--- src/rtl/mem_access_seq.sv ---
// mem_access_seq: splits byte/halfword/word load-store requests into single-byte ram beats.
// Build option: define MEM_MISALIGN_EN to sequence misaligned halfword/word accesses instead of faulting them.
module mem_access_seq #(
    parameter int ram_width = 12
) (
    input  logic        clk,
    input  logic        rst,
    input  logic        req_valid,
    output logic        req_ready,
    input  logic        req_we,
    input  logic [1:0]  req_len,
    input  logic        req_signed,
    input  logic [31:0] req_addr,
    input  logic [31:0] req_wdata,
    output logic        resp_valid,
    output logic [31:0] resp_rdata,
    output logic        resp_fault,
    output logic        mem_rw,
    output logic [1:0]  mem_len,
    output logic [31:0] mem_addr,
    output logic [31:0] mem_wdata,
    input  logic [31:0] mem_rdata,
    input  logic        mem_exception,
    output logic [1:0]  dbg_state
);
    // Handshake: a request is taken on a rising edge where req_valid && req_ready; req_ready is
    // high only in IDLE. resp_valid is a one-cycle pulse with no backpressure.

    typedef enum logic [1:0] {
        IDLE   = 2'd0,
        ACCESS = 2'd1,
        RESP   = 2'd2
    } state_t;

    // Range checking belongs to the attached ram; the width is carried for integration only.
    localparam int unused_ram_width = ram_width;

    state_t      state, state_nxt;
    logic        we_q, sgn_q, fault_q;
    logic [1:0]  len_q, beat_q, last_q;
    logic [31:0] addr_q, wdata_q, acc_q;
    logic        accept, misaligned, pre_fault, last_beat;
    logic [23:0] unused_rdata;

    assign unused_rdata = mem_rdata[31:8];

    assign accept    = (state == IDLE) && req_valid;
    assign last_beat = (beat_q == last_q);

`ifdef MEM_MISALIGN_EN
    assign misaligned = 1'b0;
`else
    assign misaligned = ((req_len == 2'b01) && req_addr[0]) ||
                        ((req_len == 2'b10) && (req_addr[1:0] != 2'b00));
`endif

    assign pre_fault = (req_len == 2'b11) || misaligned;

    always_comb begin
        state_nxt = state;
        case (state)
            IDLE:    if (req_valid) state_nxt = pre_fault ? RESP : ACCESS;
            ACCESS:  if (mem_exception || last_beat) state_nxt = RESP;
            RESP:    state_nxt = IDLE;
            default: state_nxt = IDLE;
        endcase
    end

    always_ff @(posedge clk) begin
        if (rst) begin
            state   <= IDLE;
            we_q    <= 1'b0;
            sgn_q   <= 1'b0;
            fault_q <= 1'b0;
            len_q   <= 2'b00;
            beat_q  <= 2'b00;
            last_q  <= 2'b00;
            addr_q  <= 32'h0;
            wdata_q <= 32'h0;
            acc_q   <= 32'h0;
        end else begin
            state <= state_nxt;
            if (accept) begin
                we_q    <= req_we;
                sgn_q   <= req_signed;
                len_q   <= req_len;
                addr_q  <= req_addr;
                wdata_q <= req_wdata;
                beat_q  <= 2'b00;
                acc_q   <= 32'h0;
                fault_q <= pre_fault;
                // last beat index: byte 0, halfword 1, word 3
                last_q  <= (req_len == 2'b00) ? 2'd0 : (req_len == 2'b01) ? 2'd1 : 2'd3;
            end else if (state == ACCESS) begin
                if (!we_q) acc_q[{beat_q, 3'b000} +: 8] <= mem_rdata[7:0];
                beat_q <= beat_q + 2'd1;
                if (mem_exception) fault_q <= 1'b1;
            end
        end
    end

    always_comb begin
        req_ready  = (state == IDLE);
        resp_valid = (state == RESP);
        resp_fault = (state == RESP) && fault_q;
        resp_rdata = 32'h0;
        mem_rw     = 1'b0;
        mem_len    = 2'b00;
        mem_addr   = 32'h0;
        mem_wdata  = 32'h0;
        dbg_state  = state;
        if (state == ACCESS) begin
            mem_addr = addr_q + {30'b0, beat_q};
            mem_rw   = we_q;
            if (we_q) mem_wdata = {24'h0, wdata_q[{beat_q, 3'b000} +: 8]};
        end
        if ((state == RESP) && !fault_q && !we_q) begin
            case (len_q)
                2'b00:   resp_rdata = {{24{sgn_q & acc_q[7]}}, acc_q[7:0]};
                2'b01:   resp_rdata = {{16{sgn_q & acc_q[15]}}, acc_q[15:0]};
                2'b10:   resp_rdata = acc_q;
                default: resp_rdata = 32'h0;
            endcase
        end
    end

endmodule

--- config.mk ---
export PLATFORM = sky130hd
export DESIGN_NAME = mem_access_seq
export DESIGN_NICKNAME = d
export VERILOG_FILES = /design/src/rtl/mem_access_seq.sv
export SDC_FILE = /design/constraint.sdc
export NUM_CORES = 1
export LEC_CHECK = 0
export ABC_AREA = 1
export CAP_MARGIN = 20
export CORE_UTILIZATION = 40
export CTS_CLUSTER_DIAMETER = 30
export DETAILED_ROUTE_END_ITERATION = 16
export PLACE_DENSITY = 0.77
export SLEW_MARGIN = 0
export SYNTH_ARGS = -nofsm -noshare
export SYNTH_HDL_FRONTEND = slang
export SYNTH_SLANG_ARGS = --single-unit
export TNS_END_PERCENT = 1
--- constraint.sdc ---
create_clock -name clk -period 2 [get_ports clk]
set_input_delay 0.4 -clock clk [delete_from_list [all_inputs] [get_ports clk]]
set_output_delay 0.4 -clock clk [all_outputs]
set_load 0.02 [all_outputs]
==> impl_metrics.env <==
export IMPL_outcome="finished, violations left"
export IMPL_failed_checks="negative setup slack"
export IMPL_setup_violations=52
export IMPL_clock_root_buffer="sky130_fd_sc_hd__clkbuf_16"
export IMPL_route_detailed_drc=0
export IMPL_total_placed_cells_including_tap_cells=1326
export IMPL_period_needed_ns=2.43
export IMPL_dominantRegCellSynth="sky130_fd_sc_hd__dfxtp_1"
export IMPL_place_hpwl_mm=13.6
export IMPL_worst_supply_voltage_drop_on_vdd_uv=348
export IMPL_placement_rows=44
export IMPL_htree_levels=3
export IMPL_fp_dieArea_um2=15600
export IMPL_grt_busiest_layer="met2"
export IMPL_maxSlewViolCount=0
export IMPL_synth_top_area_share_pct=35.6
export IMPL_synth_fa_ha_area_share_pct=1.79
export IMPL_global_route_usage_met2_pct=36.9
export IMPL_syn_inst=940
export IMPL_crit_path_end_kind="output pin"
export IMPL_global_route_usage_met1_pct=31.5
export IMPL_detailedRoute_firstPassIterationCount=5
export IMPL_finish_net_count=1270
export IMPL_floorplan_initialDensity_pct=41.3
export IMPL_drv_cap=0
export IMPL_initialDrtViolationCount=402
export IMPL_die_height_um=125
export IMPL_largest_stage_delay_on_the_critical_path_ns=0.39
export IMPL_met3_usage_pct=3.48
export IMPL_synth_xor_xnor_area_share_pct=0.582
export IMPL_post_cts_hold_buffer_count=0
export IMPL_combinational_family_with_the_most_area_after_synthesis="simple AND/OR/NAND/NOR gates"
export IMPL_powerDensity_nw_per_um2=612
export IMPL_synthSimpleGateAreaFrac_pct=32.3
export IMPL_critical_path_class="register to output pin"
export IMPL_clk_insertion_delay_late_ns=0.35
export IMPL_drive_above_1_share_pct=22.7
export IMPL_wire_per_inst_um=13.4
export IMPL_numCtsBuffers=9
export IMPL_cts_reportedPaths_clkPinSlew_ns=0.07
export IMPL_number_of_input_and_output_port_buffers_inserted=157
export IMPL_stdcell_area_um2=8620
export IMPL_critPathSlowestCell="sky130_fd_sc_hd__fa_2"
export IMPL_final_critical_path_setup_slack_ns=-0.435
export IMPL_detailedPlace_worstSlack_ns=-0.645
export IMPL_grt_max_degree=33
export IMPL_route_final_wire_length_mm=18.0
export IMPL_avgViaCountPerCell=4.95
export IMPL_layout_filler_cells=1377
export IMPL_antenna_left=0
export IMPL_grt_ovfl_total=0
export IMPL_synth_top_cells_by_area="sky130_fd_sc_hd__dfxtp_1 (36%), sky130_fd_sc_hd__nor2_1 (15%), sky130_fd_sc_hd__o21ai_0 (10%), sky130_fd_sc_hd__nand2_1 (9.5%), sky130_fd_sc_hd__a21oi_1 (5.6%)"
export IMPL_syn_area_per_cell_um2=6.41
export IMPL_finalNonFillerCells=1347
export IMPL_ctsLongestPathBuffers=2
export IMPL_core_region_area_um2=14600
export IMPL_place_congestion=0.935
export IMPL_number_of_synthesized_flops_with_an_enable_pin=0
export IMPL_rsz_0062_raised_after_global_routing="true"
export IMPL_regArea_um2=2160
export IMPL_cp_arrival_ns=2.03
export IMPL_ys_types=33
export IMPL_setup_total_negative_slack_ns=-11.77
export IMPL_clock_skew_final_ns=0.00609
export IMPL_synth_seq_cells=107
export IMPL_synth_commonest_cells="sky130_fd_sc_hd__nor2_1 (234), sky130_fd_sc_hd__nand2_1 (152), sky130_fd_sc_hd__o21ai_0 (120)"
export IMPL_antenna_found_initial=0
export IMPL_groute_usage_overall_pct=23.1
export IMPL_detailroute_via_count=6670
export IMPL_clk_sink_count=107
export IMPL_crit_chain="ha_4 > fa_2 > nand2_4 > nor2_4 > nand2_4 > nor2_4 > o21ai_0 > a21oi_2 > buf_4"
export IMPL_yosysSeqAreaShare_pct=35.6
export IMPL_placed_cell_area_um2=8190
export IMPL_first_global_vias=6037
export IMPL_yosys_warnings=0
export IMPL_synth_async_reset_ratio_pct=0
export IMPL_startpoint_type="register"
export IMPL_antennaDiodeCount=0
export IMPL_syn_area_um2=6020
export IMPL_share_of_the_clock_period_used_by_the_worst_path_after_layout_pct=122
export IMPL_synth_mux_area_share_pct=0
export IMPL_chip_width_um=125
export IMPL_synth_largest_area_cell="sky130_fd_sc_hd__dfxtp_1"
export IMPL_multi_input_area_um2=3410
export IMPL_critical_path_peak_fanout=4
export IMPL_maxClockFrequency_ghz=0.411
export IMPL_wire_length_of_the_first_global_routing_pass_mm=29.4
export IMPL_cp_data_required_time_ns=1.60
export IMPL_syn_to_final_growth_pct=43.1
export IMPL_cts_tree="built"
export IMPL_synth_compound_area_share_pct=17.7
export IMPL_synthMostInstantiatedCell="sky130_fd_sc_hd__nor2_1"
export IMPL_hold_viol_final=0
export IMPL_leakagePower_nw=3.73
export IMPL_io_pins=208
export IMPL_hp_class="register to register"
[worst max-delay path: cells and delay by family (launching register included)]
family,cells,cell delay (ns)
adder cells (fa/ha/maj),2,0.56
flip-flops,1,0.34
AO/OA/AOI/OAI,2,0.32
buffers and inverters,1,0.16
AND/OR/NAND/NOR,4,0.30
[repair_timing]
action	4_1_cts	5_1_grt
hold endpoints to repair	0	0
setup buffers	5	0
pin swaps	25	12
setup endpoints to repair	78	87
gates resized for setup	365	45
[power by group]
| part | switching (mW) | internal, mW | leakage (nW) |
|---|---|---|---|
| sequential | 0.101 | 2.28 | 0.883 |
| clock | 0.835 | 0.988 | 0.145 |
| combinational | 0.603 | 0.473 | 2.70 |
[cells by family after synthesis]
group                      Yosys count
and+or+nand+nor                    467
xor gates and xnor gates             4
AOI/OAI and AO/OA                  202
buffers and inverters              151
other                                1
DFF                                107
adders and majority gates            8
[worst paths after layout]
kind	from	end	slack, ns	cells past startpoint
max	addr_q[0]	mem_addr[14]	-0.43	9
min	acc_q[16]	acc_q[16]	0.47	2
max reg2reg	beat_q[0]	acc_q[5]	0.15	10
min reg2reg	acc_q[16]	acc_q[16]	0.47	2
[stage by stage]
step / util [%] / hold WS (ns) / power, mW
3_5_place_dp: 56.1 / 0.463 / 3.46
5_1_grt: 59.1 / 0.491 / 5.51
4_1_cts: 58.5 / 0.474 / 5.28
3_3_place_gp: 56.1 / 0.456 / 3.44
6_report: 59.1 / 0.469 / 5.28
2_1_floorplan: - / 0.444 / 3.02
[flip-flops by register name, indices dropped and copies added, names as in the netlist]
signal	flops
acc_q	32
addr_q	32
wdata_q	32
beat_q	2
dbg_state	2
last_q	2
len_q	2
fault_q	1
sgn_q	1
we_q	1
[routing by layer]
metal / vias up / share of wire, %
met5: - / 0
met3: 26 / 6.0
met2: 245 / 45
li1: 3380 / -
met4: 0 / 1.7
met1: 3019 / 47
[area by class of cell]
cell class	instances	share of cell area, %
tap	184	2.67
clock inverter	6	0.827
clock buffer	10	2.66
inverter	84	3.80
timing repair buffer	249	25.5
sequential	107	25.0
multi-input combinational	707	39.5
[placed cells by master, fill, tap and decap left out, drive strengths merged, types with 7 or more instances in the layout]
master	n
a21oi	69
buf	147
clkbuf	10
clkdlybuf4s15	19
clkdlybuf4s50	81
conb	26
dfxtp	107
ha	7
inv	87
nand2	157
nand3	48
nor2	254
o211a	8
o21ai	123
No activity file was read; power rests on OpenSTA's default activity.
